<file path="src/rtl/atm_pkg.sv">
// atm_pkg: definitions shared by the ATM session controller and its timeout counter.
//   state_t      session FSM states
//   OP_*         op_code encodings
//   ERR_*        err_code encodings
package atm_pkg;

    typedef enum logic [2:0] {
        IDLE,
        AUTH_WAIT,
        VERIFY,
        RESULT,
        MENU,
        COMMIT,
        EJECT,
        WAIT_REMOVE
    } state_t;

    localparam logic [1:0] OP_QUERY    = 2'b00;
    localparam logic [1:0] OP_WITHDRAW = 2'b01;
    localparam logic [1:0] OP_DEPOSIT  = 2'b10;
    localparam logic [1:0] OP_EXIT     = 2'b11;

    localparam logic [2:0] ERR_NONE     = 3'd0;
    localparam logic [2:0] ERR_CARD     = 3'd1;
    localparam logic [2:0] ERR_PIN      = 3'd2;
    localparam logic [2:0] ERR_LOCKED   = 3'd3;
    localparam logic [2:0] ERR_FUNDS    = 3'd4;
    localparam logic [2:0] ERR_OVERFLOW = 3'd5;

endpackage

</file>
<file path="src/rtl/atm_timeout.sv">
// atm_timeout: idle watchdog as a reloadable down-counter.
//   clk, rst   clock, synchronous active-high reset
//   en_i       count only while the session is waiting on the user
//   clr_i      user strobe seen; restart the idle window
//   expire_o   high in the cycle the window is used up (cycles-th idle cycle)
// The "cleared" value of a down-counter is the reload value, so reset,
// clear and disable all reload it.
module atm_timeout #(
    parameter int cycles = 1024
) (
    input  logic clk,
    input  logic rst,
    input  logic en_i,
    input  logic clr_i,
    output logic expire_o
);
    localparam int            TW   = (cycles > 2) ? $clog2(cycles) : 1;
    localparam logic [TW-1:0] LOAD = TW'(cycles - 1);

    logic [TW-1:0] cnt_q;

    always_ff @(posedge clk) begin
        if (rst || clr_i || !en_i) begin
            cnt_q <= LOAD;
        end else if (cnt_q != '0) begin
            cnt_q <= cnt_q - TW'(1);
        end
    end

    assign expire_o = en_i && !clr_i && (cnt_q == '0);

endmodule

</file>
<file path="src/rtl/atm_session_ctrl.sv">
// atm_session_ctrl: card/PIN/transaction session FSM in front of a card handler.
//   card_inserted/card_id     card slot
//   pin_valid/pin             PIN entry strobe
//   op_valid/op_code/amount   transaction strobe
//   balance/wrong_psw         registered answers from the card handler
//   card_number/card_in/password_input   session info toward the card handler
//   op_done/updated_balance   one-cycle commit of the new balance
//   balance_out/err_code      user display
//   eject/busy                card eject pulse, session activity
module atm_session_ctrl
    import atm_pkg::*;
#(
    parameter int card_width     = 3,
    parameter int password_width = 16,
    parameter int balance_width  = 20,
    parameter int users_num      = 8,
    parameter int max_attempts   = 3,
    parameter int timeout_cycles = 1024
) (
    input  logic                      clk,
    input  logic                      rst,
    input  logic                      card_inserted,
    input  logic [card_width-1:0]     card_id,
    input  logic                      pin_valid,
    input  logic [password_width-1:0] pin,
    input  logic                      op_valid,
    input  logic [1:0]                op_code,
    input  logic [balance_width-1:0]  amount,
    input  logic [balance_width-1:0]  balance,
    input  logic                      wrong_psw,
    output logic [card_width-1:0]     card_number,
    output logic                      card_in,
    output logic [password_width-1:0] password_input,
    output logic                      op_done,
    output logic [balance_width-1:0]  updated_balance,
    output logic [balance_width-1:0]  balance_out,
    output logic [2:0]                err_code,
    output logic                      eject,
    output logic                      busy
);
    localparam int                    AW      = $clog2(max_attempts + 1);
    localparam logic [AW-1:0]         MAX_ATT = AW'(max_attempts);
    localparam logic [card_width:0]   USERS   = (card_width + 1)'(users_num);

    state_t                    state_q, state_d;
    logic [card_width-1:0]     card_q, card_d;
    logic [password_width-1:0] pwd_q, pwd_d;
    logic [balance_width-1:0]  bal_q, bal_d;        // session balance
    logic [balance_width-1:0]  new_q, new_d;        // balance pending commit
    logic [balance_width-1:0]  bal_out_q, bal_out_d;
    logic [2:0]                err_q, err_d;
    logic [AW-1:0]             att_q, att_d;
    logic [users_num-1:0]      lock_q, lock_d;

    logic                      tmo_en, tmo_expire;
    logic [balance_width:0]    dep_sum;

    assign tmo_en  = (state_q == AUTH_WAIT) || (state_q == MENU);
    assign dep_sum = {1'b0, bal_q} + {1'b0, amount};

    atm_timeout #(.cycles(timeout_cycles)) u_timeout (
        .clk      (clk),
        .rst      (rst),
        .en_i     (tmo_en),
        .clr_i    (pin_valid || op_valid),
        .expire_o (tmo_expire)
    );

    always_ff @(posedge clk) begin
        if (rst) begin
            state_q   <= IDLE;
            card_q    <= '0;
            pwd_q     <= '0;
            bal_q     <= '0;
            new_q     <= '0;
            bal_out_q <= '0;
            err_q     <= ERR_NONE;
            att_q     <= '0;
            lock_q    <= '0;
        end else begin
            state_q   <= state_d;
            card_q    <= card_d;
            pwd_q     <= pwd_d;
            bal_q     <= bal_d;
            new_q     <= new_d;
            bal_out_q <= bal_out_d;
            err_q     <= err_d;
            att_q     <= att_d;
            lock_q    <= lock_d;
        end
    end

    always_comb begin
        state_d   = state_q;
        card_d    = card_q;
        pwd_d     = pwd_q;
        bal_d     = bal_q;
        new_d     = new_q;
        bal_out_d = bal_out_q;
        err_d     = err_q;
        att_d     = att_q;
        lock_d    = lock_q;
        case (state_q)
            IDLE: if (card_inserted) begin
                if ({1'b0, card_id} >= USERS) begin
                    err_d   = ERR_CARD;
                    state_d = EJECT;
                end else if (lock_q[card_id]) begin
                    err_d   = ERR_LOCKED;
                    state_d = EJECT;
                end else begin
                    // fresh session: nothing from the previous card stays visible
                    card_d    = card_id;
                    att_d     = '0;
                    err_d     = ERR_NONE;
                    bal_d     = '0;
                    bal_out_d = '0;
                    state_d   = AUTH_WAIT;
                end
            end
            AUTH_WAIT: begin
                if (!card_inserted || tmo_expire) begin
                    state_d = EJECT;
                end else if (pin_valid) begin
                    pwd_d   = pin;
                    err_d   = ERR_NONE;
                    state_d = VERIFY;
                end
            end
            // card handler needs this cycle to answer the latched PIN
            VERIFY: state_d = card_inserted ? RESULT : EJECT;
            RESULT: begin
                if (!card_inserted) begin
                    state_d = EJECT;
                end else if (wrong_psw) begin
                    att_d = att_q + AW'(1);
                    if (att_d == MAX_ATT) begin
                        lock_d[card_q] = 1'b1;
                        err_d          = ERR_LOCKED;
                        state_d        = EJECT;
                    end else begin
                        err_d   = ERR_PIN;
                        state_d = AUTH_WAIT;
                    end
                end else begin
                    bal_d   = balance;
                    err_d   = ERR_NONE;
                    state_d = MENU;
                end
            end
            MENU: begin
                if (!card_inserted || tmo_expire) begin
                    state_d = EJECT;
                end else if (op_valid) begin
                    err_d = ERR_NONE;
                    case (op_code)
                        OP_QUERY: bal_out_d = bal_q;
                        OP_WITHDRAW: begin
                            if (amount > bal_q) begin
                                err_d = ERR_FUNDS;
                            end else begin
                                new_d   = bal_q - amount;
                                state_d = COMMIT;
                            end
                        end
                        OP_DEPOSIT: begin
                            if (dep_sum[balance_width]) begin
                                err_d = ERR_OVERFLOW;
                            end else begin
                                new_d   = dep_sum[balance_width-1:0];
                                state_d = COMMIT;
                            end
                        end
                        default: state_d = EJECT;
                    endcase
                end
            end
            // commit always completes; a pulled card only redirects the next state
            COMMIT: begin
                bal_d     = new_q;
                bal_out_d = new_q;
                err_d     = ERR_NONE;
                state_d   = card_inserted ? MENU : EJECT;
            end
            EJECT: state_d = WAIT_REMOVE;
            WAIT_REMOVE: if (!card_inserted) state_d = IDLE;
            default: state_d = IDLE;
        endcase
    end

    assign card_number     = card_q;
    assign password_input  = pwd_q;
    assign balance_out     = bal_out_q;
    assign err_code        = err_q;
    assign card_in         = (state_q == AUTH_WAIT) || (state_q == VERIFY) ||
                             (state_q == RESULT) || (state_q == MENU) || (state_q == COMMIT);
    assign op_done         = (state_q == COMMIT);
    assign eject           = (state_q == EJECT);
    assign busy            = (state_q != IDLE);
    assign updated_balance = (state_q == COMMIT) ? new_q : bal_q;

endmodule

</file>
<file path="config.mk">
export PLATFORM = sky130hd
export DESIGN_NAME = atm_session_ctrl
export DESIGN_NICKNAME = d
export VERILOG_FILES = /design/src/rtl/atm_pkg.sv /design/src/rtl/atm_timeout.sv /design/src/rtl/atm_session_ctrl.sv
export SDC_FILE = /design/constraint.sdc
export NUM_CORES = 1
export LEC_CHECK = 0
export CAP_MARGIN = 20
export CORE_UTILIZATION = 57
export DETAILED_ROUTE_END_ITERATION = 7
export GPL_TIMING_DRIVEN = 1
export PLACE_DENSITY_LB_ADDON = 0.08
export SYNTH_ARGS = -nofsm -noshare
export SYNTH_HDL_FRONTEND = slang
export SYNTH_SLANG_ARGS = --single-unit
</file>
<file path="constraint.sdc">
create_clock -name clk -period 7.5 [get_ports clk]
set_clock_uncertainty 0.15 [all_clocks]
set_input_delay 1.125 -clock clk [delete_from_list [all_inputs] [get_ports clk]]
set_output_delay 1.125 -clock clk [all_outputs]
set_load 0.02 [all_outputs]
</file>
==> metrics.csv <==
stage,metric,value,unit
status,outcome,"complete, no violations",
yosys,syn-instance-count,891,
global_routing,grt_pass1_wl,31.8,mm
global_routing,grt_use_total,31.0,%
clock_tree,path_clk_slew,70,ps
critical_path,slowest_stage,dfxtp_1,
clock_tree,cts_tree,done,
route,antenna_left,0,
timing,drv_slew,0,
yosys,synthAdderAreaFrac,8.76,%
yosys,synth_compound_area_share,29.1,%
power_and_ir_drop,combPwrFrac,55.4,%
power_and_ir_drop,ir_worst_vdd,0.226,mV
power_and_ir_drop,finalPower,2.95,mW
route,num_vias,7077,
yosys,syn_area,7020,um^2
yosys,yosysWarnings,0,
yosys,synth-simple-area-share,18.6,%
timing,hold_viol_final,0,
clock_tree,holdBufCountCts,0,
timing,tightest_slew,1020,ps
timing,setup_viol,0,
yosys,async_flop_share,0,%
critical_path,startpoint_type,flop,
critical_path,path_max_fanout,63,
clock_tree,cts_buffer_depth,2,
timing,slew-limit-headroom,32.3,%
timing,timing.fmax,229,MHz
min_path,hp-class,flop to flop,
critical_path,slowest_delay,800,ps
route,drt_iter0_drc,820,
cells_and_area,utilization,71.8,%
route,drt_pass1_iterations,7,
die,core,12000,um^2
cells_and_area,layout.nets,1094,
critical_path,crit_family,buffers and inverters,
critical_path,cp_cell_sequence,and2_1 > nor2b_4 > buf_4 > mux2_2 > clkdlybuf4s50_1,
yosys,synth_area_leaders,"dfxtp_1 (30%), ha_1 (8.2%), a211oi_1 (7.2%), nor2_1 (6.1%), a21oi_1 (5.1%)",
cells_and_area,area_growth,22.8,%
yosys,synth.largest_area_cell,dfxtp_1,
critical_path,cp_num_buf_inv,2,
yosys,ys_seq_area_share,29.9,%
clock_tree,cts_root_buffer,clkbuf_16,
power_and_ir_drop,switching_share,45.1,%
yosys,synth-xor-area-share,3.12,%
global_routing,grt_max_degree,99,
clock_tree,clock_latency,350,ps
critical_path,cp.required,6220,ps
global_routing,grt_pass1_vias,6457,
power_and_ir_drop,p_int,1.62,mW
power_and_ir_drop,p_per_area,342,nW/um^2
timing,fin_crit,4370,ps
cells_and_area,regArea,2100,um^2
timing,fin_crit_sh,58.3,%
yosys,synth_edf_count,0,
route,wl_per_cell,17.6,um
yosys,synth_top_area_share,29.9,%
yosys,synth_top_family_by_area,compound AO/OA/AOI/OAI gates,
yosys,synth_nets,1006,
die,start_util,58.5,%
timing,rsz0062_at_grt,false,
cells_and_area,fillerInstances,957,
critical_path,criticalPathCategory,flop to output port,
yosys,synth-seq-cells,105,
critical_path,arrival,3090,ps
route,wl,19.9,mm
cells_and_area,multi_input_area,4510,um^2
placed_design,place_area,8320,um^2
die,fp-row-count,40,
cells_and_area,n_antenna_cell,0,
global_routing,overflow,0,
yosys,netlist-cell-type-count,76,
yosys,syn_area_per_cell,7.88,um^2
clock_tree,numCtsBuffers,9,
cells_and_area,stdcell_area,8630,um^2
die,dieArea,12800,um^2
clock_tree,numClockSinks,105,
power_and_ir_drop,p_seq_share,28.5,%
global_routing,antenna_found_initial,1,
route,viasPerCell,6.26,
placed_design,place_congestion,0.886,
power_and_ir_drop,p_sw,1.33,mW
die,die_h,113,um
yosys,synth_mux_area_share,4.40,%
power_and_ir_drop,p_leak,3.22,nW
clock_tree,post_cts_buffers,0,
timing,whs,305,ps
critical_path,cp-end-kind,output port,
placed_design,dp_hpwl,14.7,mm
cells_and_area,drive_gt1_share,6.71,%
yosys,synth-main-ff-cell,dfxtp_1,
timing,setup_tns,0,ps
clock_tree,cts_max_level,3,
route,drc_errors,0,
clock_tree,postCtsResizedCells,0,
flow_run,drv_cap,0,
die,die_w,113,um
power_and_ir_drop,clkPwrFrac,16.1,%
die,ios,133,
placed_design,io_buffers,132,
==> layer usage <==
metal / GRT usage (%) / vias to the layer above / routed length, um
li1: - / 3409 / -
met1: 41.0 / 3303 / 8560
met2: 50.0 / 317 / 9340
met3: 6.96 / 46 / 1490
met4: 10.4 / 2 / 467
met5: 0 / - / 12
==> worst paths after layout <==
check                                 start                        endpoint  slack (ps)  cells past startpoint
max reg2reg           bal_q[0]$_SDFFE_PP0P_           new_q[1]$_SDFFE_PP0P_        3980                     11
max                 state_q[2]$_SDFFE_PP0P_             updated_balance[10]        3130                      5
min          password_input[0]$_SDFFE_PP0P_  password_input[0]$_SDFFE_PP0P_         300                      2
min reg2reg  password_input[0]$_SDFFE_PP0P_  password_input[0]$_SDFFE_PP0P_         300                      2
==> layout make-up <==
class	instances	share of cell area, %
clock buffers	9	2.61
clock inverters	7	0.885
inverters	47	2.05
multi-input cells	679	52.3
flip-flops and latches	105	24.4
well taps	147	2.13
repair buffers	137	15.7
==> Yosys cell counts (6+ instances only) <==
master and instances:
nand2b_1 13, ha_1 46, mux2_2 19, buf_2 12, nor2b_1 14, xor2_1 6, o21ai_0 33, a211oi_1 67
o31ai_1 6, or3_1 6, clkbuf_1 40, nor3_1 12, a21oi_1 72, xnor2_1 19, a22oi_1 46, nor2_1 114
dfxtp_1 105, o22ai_1 8, a31oi_1 10, buf_1 6, inv_1 47, nand3_1 9, and2_1 6, nand2_1 86
==> flip-flops by register name, summed over array words and instances, names as in the netlist <==
name,flops
lock_q,8
err_code,3
u_timeout.cnt_q,10
card_number,3
state_q,3
balance_out,20
bal_q,20
new_q,20
att_q,2
password_input,16
==> cells by family (layout without fill, tap and decap cells) <==
logic type	Yosys count	count (layout)
buf+inv	107	200
xor+xnor	25	25
simple gates	286	286
compound gates	294	294
fa+ha+maj	48	48
mux	26	26
flops	105	105
==> cell usage in the layout, fill, tap and decap left out, types with 6 or more instances in the layout <==
master | netlist | final
clkdlybuf4s50_1 | 0 | 131
xnor2_1 | 19 | 19
dfxtp_1 | 105 | 105
a22oi_1 | 46 | 46
a21oi_1 | 72 | 72
nor3_1 | 12 | 12
o22ai_1 | 8 | 7
clkbuf_16 | 0 | 9
o21ai_0 | 33 | 33
nor2b_1 | 14 | 13
nand2b_1 | 13 | 13
nand3_1 | 9 | 9
nor2_1 | 114 | 114
xor2_1 | 6 | 6
nand2_1 | 86 | 86
or3_1 | 6 | 6
and2_1 | 6 | 6
o31ai_1 | 6 | 6
a31oi_1 | 10 | 10
inv_1 | 47 | 47
mux2_2 | 19 | 19
a211oi_1 | 67 | 67
ha_1 | 46 | 46
==> power groups by stage <==
stage,Sequential (mW),Combinational (mW),Clock (mW)
2_1_floorplan,0.845,1.07,0
3_3_place_gp,0.839,1.57,0
3_5_place_dp,0.847,1.60,0
4_1_cts,0.836,1.61,0.483
5_1_grt,0.856,1.77,0.502
6_report,0.839,1.63,0.476
==> worst min-delay path, cell delays in order, from the launching register on <==
cell,delay (ps)
dfxtp_1,310
nand2_1,50
a21oi_1,50
==> stage by stage <==
stage,setup WS (ps),instances
floorplan,3980,891
global placement,3070,1115
detailed placement,2840,1115
CTS,3170,1131
global route,2970,1131
finish,3130,1131
Power figures use the tool's default switching activity.
